<file path="src/rtl/uart_tx_byte_if.sv">
// Byte handshake between the CPU-side register block (master) and the UART
// transmitter (slave). Clock and reset are plain ports on the modules.
interface uart_tx_byte_if;
    logic [7:0] tx_data;
    logic       tx_valid;
    logic       tx_ready;

    modport master (
        output tx_data,
        output tx_valid,
        input  tx_ready
    );

    modport slave (
        input  tx_data,
        input  tx_valid,
        output tx_ready
    );
endinterface

</file>
<file path="src/rtl/uart_tx_byte.sv">
// Byte-wide UART transmitter: 8N1/8N2, LSB first, CLK_DIV clocks per bit.
// Optional even parity bit (8E1/8E2) when UART_TX_PARITY_EN is defined.
module uart_tx_byte #(
    parameter int unsigned CLK_DIV   = 16,
    parameter int unsigned STOP_BITS = 1
) (
    input  logic           clk,
    input  logic           reset,
    uart_tx_byte_if.slave  tx,
    output logic           txd,
    output logic           tx_busy,
    output logic           tx_done
);

    localparam int unsigned CntW = (CLK_DIV > 1) ? $clog2(CLK_DIV) : 1;
    localparam logic [CntW-1:0] CntMax = CntW'(CLK_DIV - 1);

    typedef enum logic [2:0] {
        StIdle,
        StStart,
        StData,
`ifdef UART_TX_PARITY_EN
        StParity,
`endif
        StStop
    } state_e;

    state_e          state;
    logic [CntW-1:0] baud_cnt;
    logic [2:0]      bit_cnt;
    logic            stop_cnt;
    logic [7:0]      shift;
`ifdef UART_TX_PARITY_EN
    // Unshifted copy of the byte so parity does not depend on shift progress.
    logic [7:0]      saved;
`endif
    logic            bit_end;

    assign bit_end     = (baud_cnt == CntMax);
    assign tx.tx_ready = (state == StIdle);
    assign tx_busy     = (state != StIdle);

    // Frame sequencer: state, baud/bit counters and registered txd/tx_done.
    always_ff @(posedge clk or negedge reset) begin
        if (!reset) begin
            state    <= StIdle;
            baud_cnt <= '0;
            bit_cnt  <= '0;
            stop_cnt <= 1'b0;
            shift    <= '0;
`ifdef UART_TX_PARITY_EN
            saved    <= '0;
`endif
            txd      <= 1'b1;
            tx_done  <= 1'b0;
        end else begin
            tx_done <= 1'b0;

            if (state == StIdle || bit_end) begin
                baud_cnt <= '0;
            end else begin
                baud_cnt <= baud_cnt + CntW'(1);
            end

            case (state)
                StIdle: begin
                    if (tx.tx_valid) begin
                        shift    <= tx.tx_data;
`ifdef UART_TX_PARITY_EN
                        saved    <= tx.tx_data;
`endif
                        bit_cnt  <= '0;
                        stop_cnt <= 1'b0;
                        txd      <= 1'b0;
                        state    <= StStart;
                    end
                end
                StStart: begin
                    if (bit_end) begin
                        txd   <= shift[0];
                        state <= StData;
                    end
                end
                StData: begin
                    if (bit_end) begin
                        shift   <= {1'b0, shift[7:1]};
                        bit_cnt <= bit_cnt + 3'd1;
                        if (bit_cnt == 3'd7) begin
`ifdef UART_TX_PARITY_EN
                            txd   <= ^saved;
                            state <= StParity;
`else
                            txd   <= 1'b1;
                            state <= StStop;
`endif
                        end else begin
                            txd <= shift[1];
                        end
                    end
                end
`ifdef UART_TX_PARITY_EN
                StParity: begin
                    if (bit_end) begin
                        txd   <= 1'b1;
                        state <= StStop;
                    end
                end
`endif
                StStop: begin
                    if (bit_end) begin
                        // Second stop bit only when configured for two.
                        if (STOP_BITS == 2 && !stop_cnt) begin
                            stop_cnt <= 1'b1;
                        end else begin
                            stop_cnt <= 1'b0;
                            tx_done  <= 1'b1;
                            state    <= StIdle;
                        end
                    end
                end
                default: begin
                    txd   <= 1'b1;
                    state <= StIdle;
                end
            endcase
        end
    end

endmodule

</file>
<file path="src/flat_wrapper.sv">
// flat-port wrapper written by rule: the top's interface ports become plain ports
module uart_tx_byte_flat 
#(
    parameter int unsigned CLK_DIV   = 16,
    parameter int unsigned STOP_BITS = 1
)
  (clk, reset, txd, tx_busy, tx_done, tx_tx_data, tx_tx_valid, tx_tx_ready);
  uart_tx_byte_if tx_i ();
  input  logic clk;
  input  logic reset;
  output logic txd;
  output logic tx_busy;
  output logic tx_done;
  input wire logic [$bits(tx_i.tx_data)-1:0] tx_tx_data;
  input wire logic [$bits(tx_i.tx_valid)-1:0] tx_tx_valid;
  output wire logic [$bits(tx_i.tx_ready)-1:0] tx_tx_ready;
  assign tx_i.tx_data = tx_tx_data;
  assign tx_i.tx_valid = tx_tx_valid;
  assign tx_tx_ready = tx_i.tx_ready;
  uart_tx_byte #(.CLK_DIV(CLK_DIV), .STOP_BITS(STOP_BITS)) u_core (.clk(clk), .reset(reset), .tx(tx_i), .txd(txd), .tx_busy(tx_busy), .tx_done(tx_done));
endmodule
</file>
<file path="config.mk">
export PLATFORM = sky130hd
export DESIGN_NAME = uart_tx_byte_flat
export DESIGN_NICKNAME = d
export VERILOG_FILES = /design/src/rtl/uart_tx_byte_if.sv /design/src/rtl/uart_tx_byte.sv /design/src/flat_wrapper.sv
export SDC_FILE = /design/constraint.sdc
export NUM_CORES = 1
export LEC_CHECK = 0
export CORE_ASPECT_RATIO = 1.4
export CORE_UTILIZATION = 30
export DETAILED_ROUTE_END_ITERATION = 12
export PLACE_DENSITY_LB_ADDON = 0.12
export SYNTH_ARGS = -nofsm -noshare
export SYNTH_HDL_FRONTEND = slang
export SYNTH_SLANG_ARGS = --single-unit
export TNS_END_PERCENT = 1
</file>
<file path="constraint.sdc">
create_clock -name clk -period 1.8 [get_ports clk]
set_input_delay 0.18 -clock clk [delete_from_list [all_inputs] [get_ports clk]]
set_output_delay 0.18 -clock clk [all_outputs]
set_load 0.03 [all_outputs]
</file>
# ---- Yosys cells after proc, flatten, opt, wreduce, memory -nomap -nowiden
# Cells that the tools add are included.
dict set report word_totals {
  in_bits 11
  elab_cells 46
  ff_bits 20
  output_inout_bits 4
}
dict set report op_classes {
  addsub 2
  bitwise 1
  n_eq_ne 10
  reduce_logical 7
  n_mux 20
}
# cell n
set ops {}
lappend ops {{$mux 3} 7}
lappend ops {{$mux 8} 2}
lappend ops {{$pmux 8 s2} 1}
lappend ops {{$pmux 3 s4} 1}
lappend ops {{$ne 2x1->1 const B} 4}
lappend ops {{$eq 3x2->1 const B} 2}
lappend ops {{$mux 1} 6}
lappend ops {{$pmux 3 s2} 1}
lappend ops {{$reduce_and 5->1} 1}
lappend ops {{$add 4x1->4 const B} 1}
lappend ops {{$eq 4x4->1 const B} 1}
lappend ops {{$mux 4} 1}
lappend ops {{$pmux 1 s4} 1}
lappend ops {{$reduce_and 4->1} 1}
lappend ops {{$add 3x1->3 const B} 1}
lappend ops {{$eq 3x1->1 const B} 1}
lappend ops {{$eq 3x3->1 const B} 1}
lappend ops {{$logic_not 3->1} 1}
lappend ops {{$reduce_and 3->1} 1}
lappend ops {{$reduce_bool 3->1} 1}
lappend ops {{$ne 2x2->1 const B} 1}
lappend ops {{$reduce_bool 2->1} 1}
lappend ops {{$logic_or 1x1->1} 1}
lappend ops {{$not 1->1} 1}

# ---- Longest topological paths before layout
dict set report depth {
  ltp_word 4
  mapped_depth 7
  depth_no_buf 5
}

# ---- Least setup slack after synthesis
# Ideal clock, no wire load.
dict set report synth_timing {
  kind {reg2reg}
  startpoint {reg u_core.state[0]}
  endpoint {reg u_core.shift[0]}
  path_buffers 2
  arrival_ns 1.901
  stages_incl_launch_ff 8
  required_time_ns 1.675
  setup_slack_ns -0.226
  cell_sequence {dfrtp_1 inv_1 ha_1 buf_2 nor2b_1 buf_2 a211oi_4 mux2_2}
}
dict set report synth_between {
  elab_chain_cells 3
  elab_cells_between_ends 7
  classes_between {eq/ne: 3; mux: 1; reduce/logical: 3}
}
# element line
set synth_rtl {}
lappend synth_rtl {{from (decl)} uart_tx_byte.sv:28} ;# state_e state;
lappend synth_rtl {{from (signal assigned)} uart_tx_byte.sv:46} ;# state <= StIdle;
lappend synth_rtl {{from (signal assigned)} uart_tx_byte.sv:75} ;# state <= StStart;
lappend synth_rtl {{from (signal assigned)} uart_tx_byte.sv:81} ;# state <= StData;
lappend synth_rtl {{$logic_not 3->1 (*)} --}
lappend synth_rtl {{via tx_tx_ready} flat_wrapper.sv:16} ;# output wire logic [$bits(tx_i.tx_ready)-1:0] tx_tx_ready;
lappend synth_rtl {{$ne 2x2->1 (no line) / $reduce_bool 2->1 (equally long branches)} --}
lappend synth_rtl {{$reduce_and 3->1 (no line)} --}
lappend synth_rtl {{to (signal assigned)} uart_tx_byte.sv:68} ;# shift <= tx.tx_data;
lappend synth_rtl {{to (signal assigned)} uart_tx_byte.sv:86} ;# shift <= {1'b0, shift[7:1]};
lappend synth_rtl {{to (decl)} uart_tx_byte.sv:32} ;# logic [7:0] shift;
# Mark *: on every way through the listed nets, which the timed path passes. The rest lies on a longest branch.
# A chain may end at the register's enable or synchronous reset.

# ---- Worst setup path in the final report
dict set report layout_timing {
  startpoint {reg u_core.state[0]}
  endpoint {reg u_core.state[1]}
}
dict set report layout_between {
  elab_chain_cells 3
  elab_cells_between_ends 11
  classes_between {eq/ne: 8; mux: 1; reduce/logical: 2}
}
# element
set layout_rtl {}
lappend layout_rtl {{$eq 3x2->1 (tied with other cells)}}
lappend layout_rtl {{$ne 2x1->1 (no line) / $ne 2x2->1 (equally long branches)}}
lappend layout_rtl {{$reduce_and 5->1 (no line)}}
# Parallel ways exist; a longest one is shown, timed or not.

==> results by group <==
Synth
  – Top area cells in the synthesized netlist: sky130_fd_sc_hd__dfrtp_1 42%, sky130_fd_sc_hd__mux2_2 17%, sky130_fd_sc_hd__ha_1 9.3%
  – Seq/Total Area, Yosys: 44.1%
  – Number of enable-type register cells in the synthesized netlist: 0
  – Average size of a mapped cell: 11.4 um^2
  – Cell count after synthesis: 95
  – Synth Cell Area: 1080 um^2
  – Leading register cell type out of synthesis: sky130_fd_sc_hd__dfrtp_1
  – Seq cells post-synth: 19
  – Fraction of registers with async set or reset after synthesis: 100%
  – Top-area cell type share of the netlist area: 41.7%
  – Synth warn: 0
  – Distinct cell type count of the synthesized netlist: 32
  – Leading post-synthesis cells by instance count: 18 x sky130_fd_sc_hd__dfrtp_1, 16 x sky130_fd_sc_hd__mux2_2, 8 x sky130_fd_sc_hd__ha_1, 7 x sky130_fd_sc_hd__inv_1, 7 x sky130_fd_sc_hd__o21ai_0
  – Net count after synthesis: 114
  – Leading area contributor after synthesis: sky130_fd_sc_hd__dfrtp_1
  – Most instantiated library cell after synthesis: sky130_fd_sc_hd__dfrtp_1

Global route
  – Global-route wire length before repair: 3.71 mm
  – Antenna violations before repair: 0
  – Pin count of the biggest net entering global routing: 20
  – Number of global-route vias before repair: 847
  – All-layer global routing usage: 13.0%
  – Total global routing overflow: 0

Clocking
  – Number of setup buffers added after CTS: 0
  – Number of H-tree levels: 1
  – Number of hold buffers added after CTS: 0
  – Clock transition at path regs: 0.07 ns
  – Clock Sinks: 19
  – Cell at the root of the clock tree: sky130_fd_sc_hd__clkbuf_8
  – Clock insertion delay at the later pin of the skew report: between 0.2 and 0.3 ns
  – Inserted Clock Buffers: 3
  – Clock tree from TritonCTS: yes
  – Maximum number of buffers from clock root to sink: 2

STA
  – Max-slew violation count: 0
  – Total setup violations reported at the end of the flow: 0
  – Slack of the critical path: 0.0214 ns
  – Share of the clock period used by the worst path: 98.8%
  – Peak Freq: 0.562 GHz
  – Max Clock Skew: 0.00279 ns
  – Remaining max-slew budget at the tightest pin: 77.2%
  – Slew at the pin closest to its max-slew limit: 0.341 ns
  – Setup repair after global routing missed its margin: yes
  – Time the final worst path needs with I/O delays and setup: 1.78 ns
  – Hold Vio Cnt, Final: 0

Floorplan
  – CORE AREA: 3410 um^2
  – I/O pin count: 15
  – Initial cell density of the core: 31.7%
  – Total die area: 3850 um^2
  – Die Y: 73.0 um
  – Row Count: 25
  – Die outline width: roughly 53 um

Place
  – Post-DP HPWL: 1.63 mm
  – Gpl congestion: 0.764
  – Worst Setup Slack post-DPL: -0.122 ns
  – IO Port Bufs: 14
  – Placed Cells: roughly 160
  – Post-place instance area: 1370 um^2

Worst hold path
  – Min-Delay Path Class: in -> async

Detailed routing
  – DRC violation total after the first TritonRoute iteration: 27
  – Number of remaining DRC errors: 0
  – Routed vias: 789
  – Routed wire length: 2.12 mm
  – 1st-pass router iterations: 4
  – Routed via count divided by cell count: 4.87
  – Routed len/inst: 13.1 um
  – Post-DRT Antenna Nets: 0

Power
  – Peak supply drop: 0.417 mV
  – Share of total power in the clock network: roughly 38%
  – Logic pwr share: 6.1%
  – Internal power summed over all cells: a little over 600 uW
  – Switching Power: 162 uW
  – Leakage: 0.666 nW
  – Power density relative to cell area: 531 nW/um^2
  – Switching Fraction: between 20% and 30%
  – Power share of the sequential group: 56.1%

Setup path
  – Arrival time worst endpoint: 1.92 ns
  – Endpoint class of the critical path: flip-flop
  – Req. time, crit path: roughly 1.9 ns
  – Highest net fanout along the worst path: 5
  – Critical Path Source Type: flip-flop
  – Type of the setup path with the least slack: reg -> reg

Layout
  – Diodes inserted: 0
  – End-of-flow core utilization: between 40% and 50%
  – Post-route non-filler standard cell count: 162
  – Number of nets at the end of the flow: about 140
  – Summed area of non-filler cells in the final layout: about 1500 um^2
  – Final-layout fill cell count: 318
  – Area added between synthesis and finish: 35.9%
  – Share of post-route cells with drive strength above 1: 41.8%

Run
  – Max-cap viol count: 0

Status
  – Status: complete, no violations
[cell families after synthesis]
logic type	share of synthesized area, %
AO/OA/AOI/OAI	13.9
AND/OR/NAND/NOR	11.0
flip-flops	44.1
multiplexers	16.7
buffers and inverters	4.28
adder cells (fa/ha/maj)	9.26
XOR/XNOR	0.810
[worst max-delay path: stages (launching register included)]
cell and delay, ns:
sky130_fd_sc_hd__dfrtp_2 0.46, sky130_fd_sc_hd__ha_2 0.21, sky130_fd_sc_hd__or3_4 0.39, sky130_fd_sc_hd__a221oi_4 0.29, sky130_fd_sc_hd__mux2_4 0.32
[what timing repair did]
action                     in CTS  in global routing
pin swaps                       1                  2
setup endpoints to repair       7                  9
resized for setup               5                 10
cloned                          0                  0
[path summary, 6_finish.rpt]
check | startpoint | endpoint | slack [ns] | cells after the start
worst min-delay path | reset | u_core.bit_cnt[2] | 0.26 | 2
worst min register to register | u_core.shift[2] | u_core.shift[2] | 0.51 | 1
worst max-delay path | u_core.state[0] | u_core.state[1] | 0.02 | 4
min in group clk | u_core.shift[2] | u_core.shift[2] | 0.51 | 1
worst max register to register | u_core.state[0] | u_core.state[1] | 0.02 | 4
max in group asynchronous | reset | u_core.txd | 1.27 | 2
[layout make-up]
cell class	count	area, um^2	area share [%]
inverters	7	28.8	1.96
clock buffers	3	41.3	2.81
clock inverters	1	5.00	0.341
repair buffers	27	251	17.1
multi-input cells	65	613	41.7
well taps	40	50.0	3.41
flip-flops and latches	19	479	32.6
[power by group through the flow]
stage	logic (mW)	clock network [mW]	registers (mW)
floorplan	0.0107	0	0.448
global placement	0.0491	0	0.446
detailed placement	0.0492	0	0.446
CTS	0.0493	0.306	0.438
global route	0.0532	0.326	0.438
finish	0.0478	0.295	0.438
[registers in the layout, summed over array words and instances, names as in the netlist]
register,cells
u_core.shift,8
u_core.baud_cnt,4
u_core.bit_cnt,3
u_core.state,2
u_core.tx_done,1
u_core.txd,1
[cell usage in the layout (no fill, tap or decap), types with 2 or more instances in the layout]
cell,netlist,final
sky130_fd_sc_hd__clkbuf_8,0,3
sky130_fd_sc_hd__inv_1,7,5
sky130_fd_sc_hd__nand2_1,2,2
sky130_fd_sc_hd__a21oi_1,5,5
sky130_fd_sc_hd__nor2b_1,2,2
sky130_fd_sc_hd__clkdlybuf4s50_1,0,12
sky130_fd_sc_hd__o21ai_0,7,7
sky130_fd_sc_hd__mux2_2,16,15
sky130_fd_sc_hd__dfrtp_2,0,2
sky130_fd_sc_hd__ha_1,8,4
sky130_fd_sc_hd__ha_4,0,2
sky130_fd_sc_hd__and3_2,2,2
sky130_fd_sc_hd__nand3_1,2,2
sky130_fd_sc_hd__nor2_1,2,2
sky130_fd_sc_hd__buf_4,0,11
sky130_fd_sc_hd__ha_2,0,2
sky130_fd_sc_hd__dfrtp_1,18,16
sky130_fd_sc_hd__dlygate4sd2_1,0,2
[through the flow]
stage	hold slack [ns]	setup TNS (ns)	total power, mW
CTS	0.271	-0.0696	0.793
global route	0.297	-0.0360	0.818
finish	0.262	0	0.780
floorplan	-0.116	-0.908	0.458
global placement	0.484	-0.0559	0.495
detailed placement	0.493	-0.129	0.495
[metal layers]
layer	GRT usage, %	routed length, um	vias to the layer above
li1	-	-	399
met1	15.6	894	376
met2	22.5	1150	10
met3	1.88	46	4
met4	5.26	36	0
met5	0	0	-
Power figures use the tool's default switching activity.
